==> config.mk <==
export PLATFORM = sky130hd
export DESIGN_NAME = mpu_host_cmd
export DESIGN_NICKNAME = d
export VERILOG_FILES = /design/src/rtl/mpu_host_cmd.sv
export SDC_FILE = /design/constraint.sdc
export NUM_CORES = 1
export LEC_CHECK = 0
export ABC_AREA = 1
export BUFFER_PORTS_ARGS = -buffer_cell sky130_fd_sc_hd__buf_2
export CORE_MARGIN = 1
export CORE_UTILIZATION = 52
export CTS_BUF_LIST = sky130_fd_sc_hd__clkbuf_8
export CTS_CLUSTER_DIAMETER = 80
export DETAILED_ROUTE_END_ITERATION = 10
export HOLD_SLACK_MARGIN = 0.05
export PLACE_DENSITY = 0.84
export RECOVER_POWER = 25
export SLEW_MARGIN = 40
export SYNTH_ARGS = -nofsm -noshare
export SYNTH_HDL_FRONTEND = slang
export SYNTH_SLANG_ARGS = --single-unit
==> constraint.sdc <==
create_clock -name clock -period 8.3 [get_ports clock]
set_input_delay 1.66 -clock clock [delete_from_list [all_inputs] [get_ports clock]]
set_output_delay 1.66 -clock clock [all_outputs]
set_load 0.01 [all_outputs]
==> src/rtl/mpu_host_cmd.sv <==
// Host-side command transmitter for the MPU: serialises one command descriptor into MPU interface beats.
// Optional watchdog on WAIT_RUN / LD_DATA stalls: define MPU_HOST_TIMEOUT_EN.
module mpu_host_cmd #(
    parameter int DATA_WIDTH     = 32,
    parameter int LEN_WIDTH      = 16,
    parameter int NUM_TPU        = 16,
    parameter int TIMEOUT_CYCLES = 4096
) (
    input  logic                  clock,
    input  logic                  reset,
    input  logic                  I_Cmd_Valid,
    output logic                  O_Cmd_Ready,
    input  logic [2:0]            I_Cmd_Op,
    input  logic [DATA_WIDTH-1:0] I_Cmd_Id,
    input  logic [DATA_WIDTH-1:0] I_Cmd_Stride,
    input  logic [DATA_WIDTH-1:0] I_Cmd_Base,
    input  logic [LEN_WIDTH-1:0]  I_Cmd_Len,
    input  logic [NUM_TPU-1:0]    I_Cmd_Mask,
    input  logic                  I_St_Valid,
    input  logic [DATA_WIDTH-1:0] I_St_Data,
    output logic                  O_St_Ready,
    output logic                  O_Ld_Valid,
    output logic [DATA_WIDTH-1:0] O_Ld_Data,
    output logic                  O_Req_IF,
    output logic                  O_Data_IF_V,
    output logic [DATA_WIDTH-1:0] O_Data_IF,
    output logic                  O_Last_IF,
    input  logic                  I_Req_IF,
    input  logic                  I_Data_IF_V,
    input  logic [DATA_WIDTH-1:0] I_Data_IF,
    input  logic [3:0]            I_State,
    output logic                  O_Done,
    output logic                  O_Err,
    output logic                  O_Busy
);

    localparam logic [2:0] OP_RUN   = 3'd0;
    localparam logic [2:0] OP_STPRG = 3'd1;
    localparam logic [2:0] OP_STDAT = 3'd2;
    localparam logic [2:0] OP_LDDAT = 3'd3;
    localparam logic [2:0] OP_STOP  = 3'd4;
    localparam logic [2:0] OP_SETEN = 3'd5;

    typedef enum logic [3:0] {
        S_IDLE, S_PRE, S_CMD, S_ID, S_STRIDE, S_BASE, S_MASK,
        S_ST_DATA, S_LD_DATA, S_WAIT_RUN, S_DONE, S_ERR
    } state_t;

    state_t                r_state;
    logic [2:0]            r_op;
    logic [DATA_WIDTH-1:0] r_id;
    logic [DATA_WIDTH-1:0] r_stride;
    logic [DATA_WIDTH-1:0] r_base;
    logic [LEN_WIDTH-1:0]  r_len;
    logic [NUM_TPU-1:0]    r_mask;
    logic [LEN_WIDTH-1:0]  r_cnt;
    logic                  r_ill_err;
    logic                  r_ld_valid;
    logic [DATA_WIDTH-1:0] r_ld_data;

    logic w_accept;
    logic w_st_beat;
    logic w_ld_word;
    logic w_last;
    logic w_timeout;
    logic w_unused;

    assign w_accept  = I_Cmd_Valid && (r_state == S_IDLE);
    // NoThMem takes priority over a pending store word so nothing is consumed on abort
    assign w_st_beat = (r_state == S_ST_DATA) && I_St_Valid && !I_State[3];
    assign w_ld_word = (r_state == S_LD_DATA) && I_Data_IF_V && I_Req_IF;
    assign w_last    = (r_cnt == r_len - LEN_WIDTH'(1));
    assign w_unused  = &{1'b0, I_State[2], I_State[0], TIMEOUT_CYCLES[0]};

`ifdef MPU_HOST_TIMEOUT_EN
    localparam int WD_W = $clog2(TIMEOUT_CYCLES + 1);
    logic [WD_W-1:0] r_wdog;
    logic            w_stall;

    assign w_stall   = ((r_state == S_WAIT_RUN) && !I_State[1] && !I_State[3]) ||
                       ((r_state == S_LD_DATA) && !w_ld_word);
    assign w_timeout = w_stall && (r_wdog == WD_W'(TIMEOUT_CYCLES - 1));

    always_ff @(posedge clock) begin
        if (reset || !w_stall) begin
            r_wdog <= '0;
        end else begin
            r_wdog <= r_wdog + WD_W'(1);
        end
    end
`else
    assign w_timeout = 1'b0;
`endif

    always_ff @(posedge clock) begin
        if (w_accept) begin
            r_op     <= I_Cmd_Op;
            r_id     <= I_Cmd_Id;
            r_stride <= I_Cmd_Stride;
            r_base   <= I_Cmd_Base;
            r_len    <= I_Cmd_Len;
            r_mask   <= I_Cmd_Mask;
        end
    end

    always_ff @(posedge clock) begin
        if (reset) begin
            r_state    <= S_IDLE;
            r_cnt      <= '0;
            r_ill_err  <= 1'b0;
            r_ld_valid <= 1'b0;
            r_ld_data  <= '0;
        end else begin
            r_ill_err  <= 1'b0;
            r_ld_valid <= w_ld_word;
            if (w_ld_word) begin
                r_ld_data <= I_Data_IF;
            end
            case (r_state)
                S_IDLE: begin
                    if (w_accept) begin
                        r_cnt <= '0;
                        if (I_Cmd_Op > OP_SETEN) begin
                            r_ill_err <= 1'b1;
                        end else begin
                            r_state <= S_PRE;
                        end
                    end
                end
                S_PRE: r_state <= S_CMD;
                S_CMD: begin
                    case (r_op)
                        OP_RUN, OP_STDAT, OP_LDDAT: r_state <= S_ID;
                        OP_STPRG: r_state <= (r_len == '0) ? S_DONE : S_ST_DATA;
                        OP_SETEN: r_state <= S_MASK;
                        default:  r_state <= S_DONE;
                    endcase
                end
                S_ID:     r_state <= (r_op == OP_RUN) ? S_WAIT_RUN : S_STRIDE;
                S_STRIDE: r_state <= S_BASE;
                S_BASE: begin
                    if (r_len == '0) begin
                        r_state <= S_DONE;
                    end else if (r_op == OP_STDAT) begin
                        r_state <= S_ST_DATA;
                    end else begin
                        r_state <= S_LD_DATA;
                    end
                end
                S_MASK: r_state <= S_DONE;
                S_ST_DATA: begin
                    if (I_State[3]) begin
                        r_state <= S_ERR;
                    end else if (w_st_beat) begin
                        r_cnt <= r_cnt + LEN_WIDTH'(1);
                        if (w_last) begin
                            r_state <= S_DONE;
                        end
                    end
                end
                S_LD_DATA: begin
                    if (w_ld_word) begin
                        r_cnt <= r_cnt + LEN_WIDTH'(1);
                        if (w_last) begin
                            r_state <= S_DONE;
                        end
                    end else if (w_timeout) begin
                        r_state <= S_ERR;
                    end
                end
                S_WAIT_RUN: begin
                    if (I_State[1]) begin
                        r_state <= S_DONE;
                    end else if (I_State[3] || w_timeout) begin
                        r_state <= S_ERR;
                    end
                end
                default: r_state <= S_IDLE;
            endcase
        end
    end

    always_comb begin
        O_Req_IF  = 1'b0;
        O_Data_IF = '0;
        case (r_state)
            S_PRE: O_Req_IF = 1'b1;
            S_CMD: begin
                O_Req_IF  = 1'b1;
                O_Data_IF = DATA_WIDTH'(1) << r_op;
            end
            S_ID: begin
                O_Req_IF  = 1'b1;
                O_Data_IF = r_id;
            end
            S_STRIDE: begin
                O_Req_IF  = 1'b1;
                O_Data_IF = r_stride;
            end
            S_BASE: begin
                O_Req_IF  = 1'b1;
                O_Data_IF = r_base;
            end
            S_MASK: begin
                O_Req_IF  = 1'b1;
                O_Data_IF = DATA_WIDTH'(r_mask);
            end
            S_ST_DATA: begin
                O_Req_IF  = w_st_beat;
                O_Data_IF = w_st_beat ? I_St_Data : '0;
            end
            default: ;
        endcase
    end

    assign O_Data_IF_V = O_Req_IF;
    assign O_Last_IF   = w_st_beat && w_last;
    assign O_St_Ready  = w_st_beat;
    assign O_Ld_Valid  = r_ld_valid;
    assign O_Ld_Data   = r_ld_data;
    assign O_Cmd_Ready = (r_state == S_IDLE);
    assign O_Busy      = (r_state != S_IDLE);
    assign O_Done      = (r_state == S_DONE);
    assign O_Err       = (r_state == S_ERR) || r_ill_err;

endmodule
==> run summary <==
Max incr delay on CP: 470 ps
P_leak: 4.46 nW
CTS tree: built
Via density per instance: 5.16
IO Port Bufs: 275
Synth warn: 0
Hold Buf Count CTS: 0
First-pass GRT wire length: 32400 um
Die W: 127 um
R2R setup slack: 5160 ps
Max_slew headroom: 52.6%
DRC marker count from the first detailed-route iteration: 530
Top cell family by delay on the critical path: buffers and inverters
Worst EP required: 6640 ps
Worst-Margin Slew: 710 ps
Async SR Flop Fraction: 0%
Seq cells post-synth: 185
H-tree depth: 4
Crit path time final: 4680 ps
Syn nets: 1049
Power Density: 251 mW/mm^2
Worst setup SP type: input pin
Placer congestion estimate: 0.935
CP endpoint: O_Data_IF[11]
Tcrit/Tclk final: 56.4%
1st-pass router iterations: 7
Tightest Hold Check Type: flop to flop
WHS: 448 ps
Worst-path fanout max: 33
Setup TNS: 0 ps
Mean Syn Cell Area: 9.67 sq um
Post-Synthesis Cell Area: 0.00814 sq mm
Final hold violation count: 0
Number of buffers created by CTS: 17
Pwr Total: 0.00256 W
Layout cells sized above 1: 30.9%
Sequential area share after synthesis: 61.6%
Cell variety after synth: 44
Total track usage: 26.2%
Worst R2R Start: r_state[0]
Ant diodes: 0
Final net count: 1325
Highest clock rate: 214 MHz
Reg2Reg Depth: 13
Setup crit start: I_State[3]
Final slew viol count: 0
DIE AREA: 0.0162 sq mm
IO Pins: 278
Placeable Area: 0.0153 sq mm
Final setup margin: 3620 ps
Worst Setup End Kind: primary output
Worst-skew pair later-pin latency: 480 ps
RSZ-0062 raised after global routing: no
Ys flop type: edfxtp_1
Via count: 6931
Setup violators final: 0
Wire per inst: 15.6 um
Starting Density: 53.3%
Fill cell count: 1236
Pre-CTS worst setup slack: 3650 ps
Largest net degree at the start of global routing: 98
Register clock-pin slew on the reported worst setup and hold paths: 90 ps
Antenna-violating nets left: 0
Post-DP HPWL: 15200 um
Crit path cell chain: buf_2, inv_1, nand3_4, inv_1, buf_4, a221oi_1, nand2_1, buf_2
Gates resized, CTS repair: 0
Clk buf depth: 2
CP bufs+invs: 5
Clk root buf: clkbuf_8
Post-Route WL: 21000 um
CP Class: input pin to primary output
Max VDD drop: 0.177 mV
Worst clock skew: 16.0 ps
CTS sink cnt: 185
Initial antenna violation count: 0
Most frequent cells in the layout: 275 x buf_2, 207 x nand2_1, 131 x edfxtp_1
Vias in the first global route: 6720
Setup bufs post-CTS: 0
Crit path DAT: 3020 ps
Most common cell after layout, fill and taps aside: buf_2
Worst r2r dst: r_cnt[13]
Worst path depth: 8
Area Overhead vs Synth: 25.3%
Outcome: finished, final reports clean
Mapped Cells: 842
Core Util, Final: 66.9%
Die H: 127 um
Rows: 45
Max_cap viols: 0
Number of enable flip-flop cells after synthesis: 131
DRC: 0
Hold path start: O_Ld_Data[11]
Congestion Overflow GR: 0
CP max-delay cell: a221oi_1
-- layout make-up --
class / instances / area [sq um] / share of cell area (%)
timing repair buffer: 283 / 1460 / 14.4
clock inverter: 15 / 185 / 1.82
inverter: 108 / 408 / 4.00
clock buffer: 17 / 234 / 2.29
multi-input combinational: 523 / 2630 / 25.8
sequential: 185 / 5010 / 49.2
tap: 211 / 264 / 2.59
-- cells in the mapped netlist, types with 4 or more instances --
library cell | instances | area, sq um
inv_1 | 103 | 387
nand2_2 | 10 | 62.6
a221oi_1 | 13 | 114
nand2_1 | 207 | 777
o21ai_0 | 44 | 220
dfxtp_1 | 54 | 1080
nand3_1 | 42 | 210
a21oi_1 | 52 | 260
nor2_1 | 62 | 233
xnor2_1 | 5 | 43.8
nand4_1 | 25 | 156
clkbuf_1 | 19 | 71.3
nand3b_1 | 4 | 30.0
edfxtp_1 | 131 | 3930
nor3_1 | 11 | 55.1
xor2_1 | 4 | 35.0
a22o_1 | 10 | 87.6
-- tightest hold or removal path: stages, from the launching register on --
cell	delay, ps
dfxtp_1	320
inv_1	40
a21oi_1	50
-- metrics by stage --
stage               instances  cell area, sq um
detailed placement       1310              9780
CTS                      1342             10200
global placement         1308              9740
finish                   1342             10200
floorplan                 842              8140
global route             1342             10200
-- metal layers --
layer / track usage (%) / routed length, um / vias to the layer above
met5: 0 / 0 / -
met4: 11.5 / 654 / 0
met3: 6.74 / 1510 / 52
met2: 45.3 / 10400 / 295
met1: 30.9 / 8390 / 3169
li1: - / - / 3415
-- where the power goes --
| part | switching, W | internal (W) |
|---|---|---|
| Combinational | 0.000371 | 0.000169 |
| Clock | 0.000364 | 0.000256 |
| Sequential | 0.0000982 | 0.00130 |
-- logic make-up after synthesis --
logic type                 synth area share (%)
and+or+nand+nor                            20.4
DFF                                        61.6
AOI/OAI and AO/OA                          10.4
buffers and inverters                      6.40
xor gates and xnor gates                  0.968
adders and majority gates                 0.307
-- state kept, by name, indices dropped and copies added, names as in the netlist --
name	count
r_id	32
r_ill_err	1
r_mask	16
r_cnt	16
r_state	4
r_op	3
O_Ld_Valid	1
r_base	32
r_stride	32
O_Ld_Data	32
r_len	16
-- worst min-delay path by stage --
| stage | endpoint | cells after the start |
|---|---|---|
| finish | O_Ld_Data[11] | 2 |
| global route | O_Ld_Data[28] | 2 |
| CTS | O_Ld_Data[8] | 2 |
| detailed placement | O_Ld_Data[8] | 2 |
| global placement | O_Ld_Data[11] | 2 |
| floorplan | r_cnt[4] | 2 |
Power figures use the tool's default switching activity.
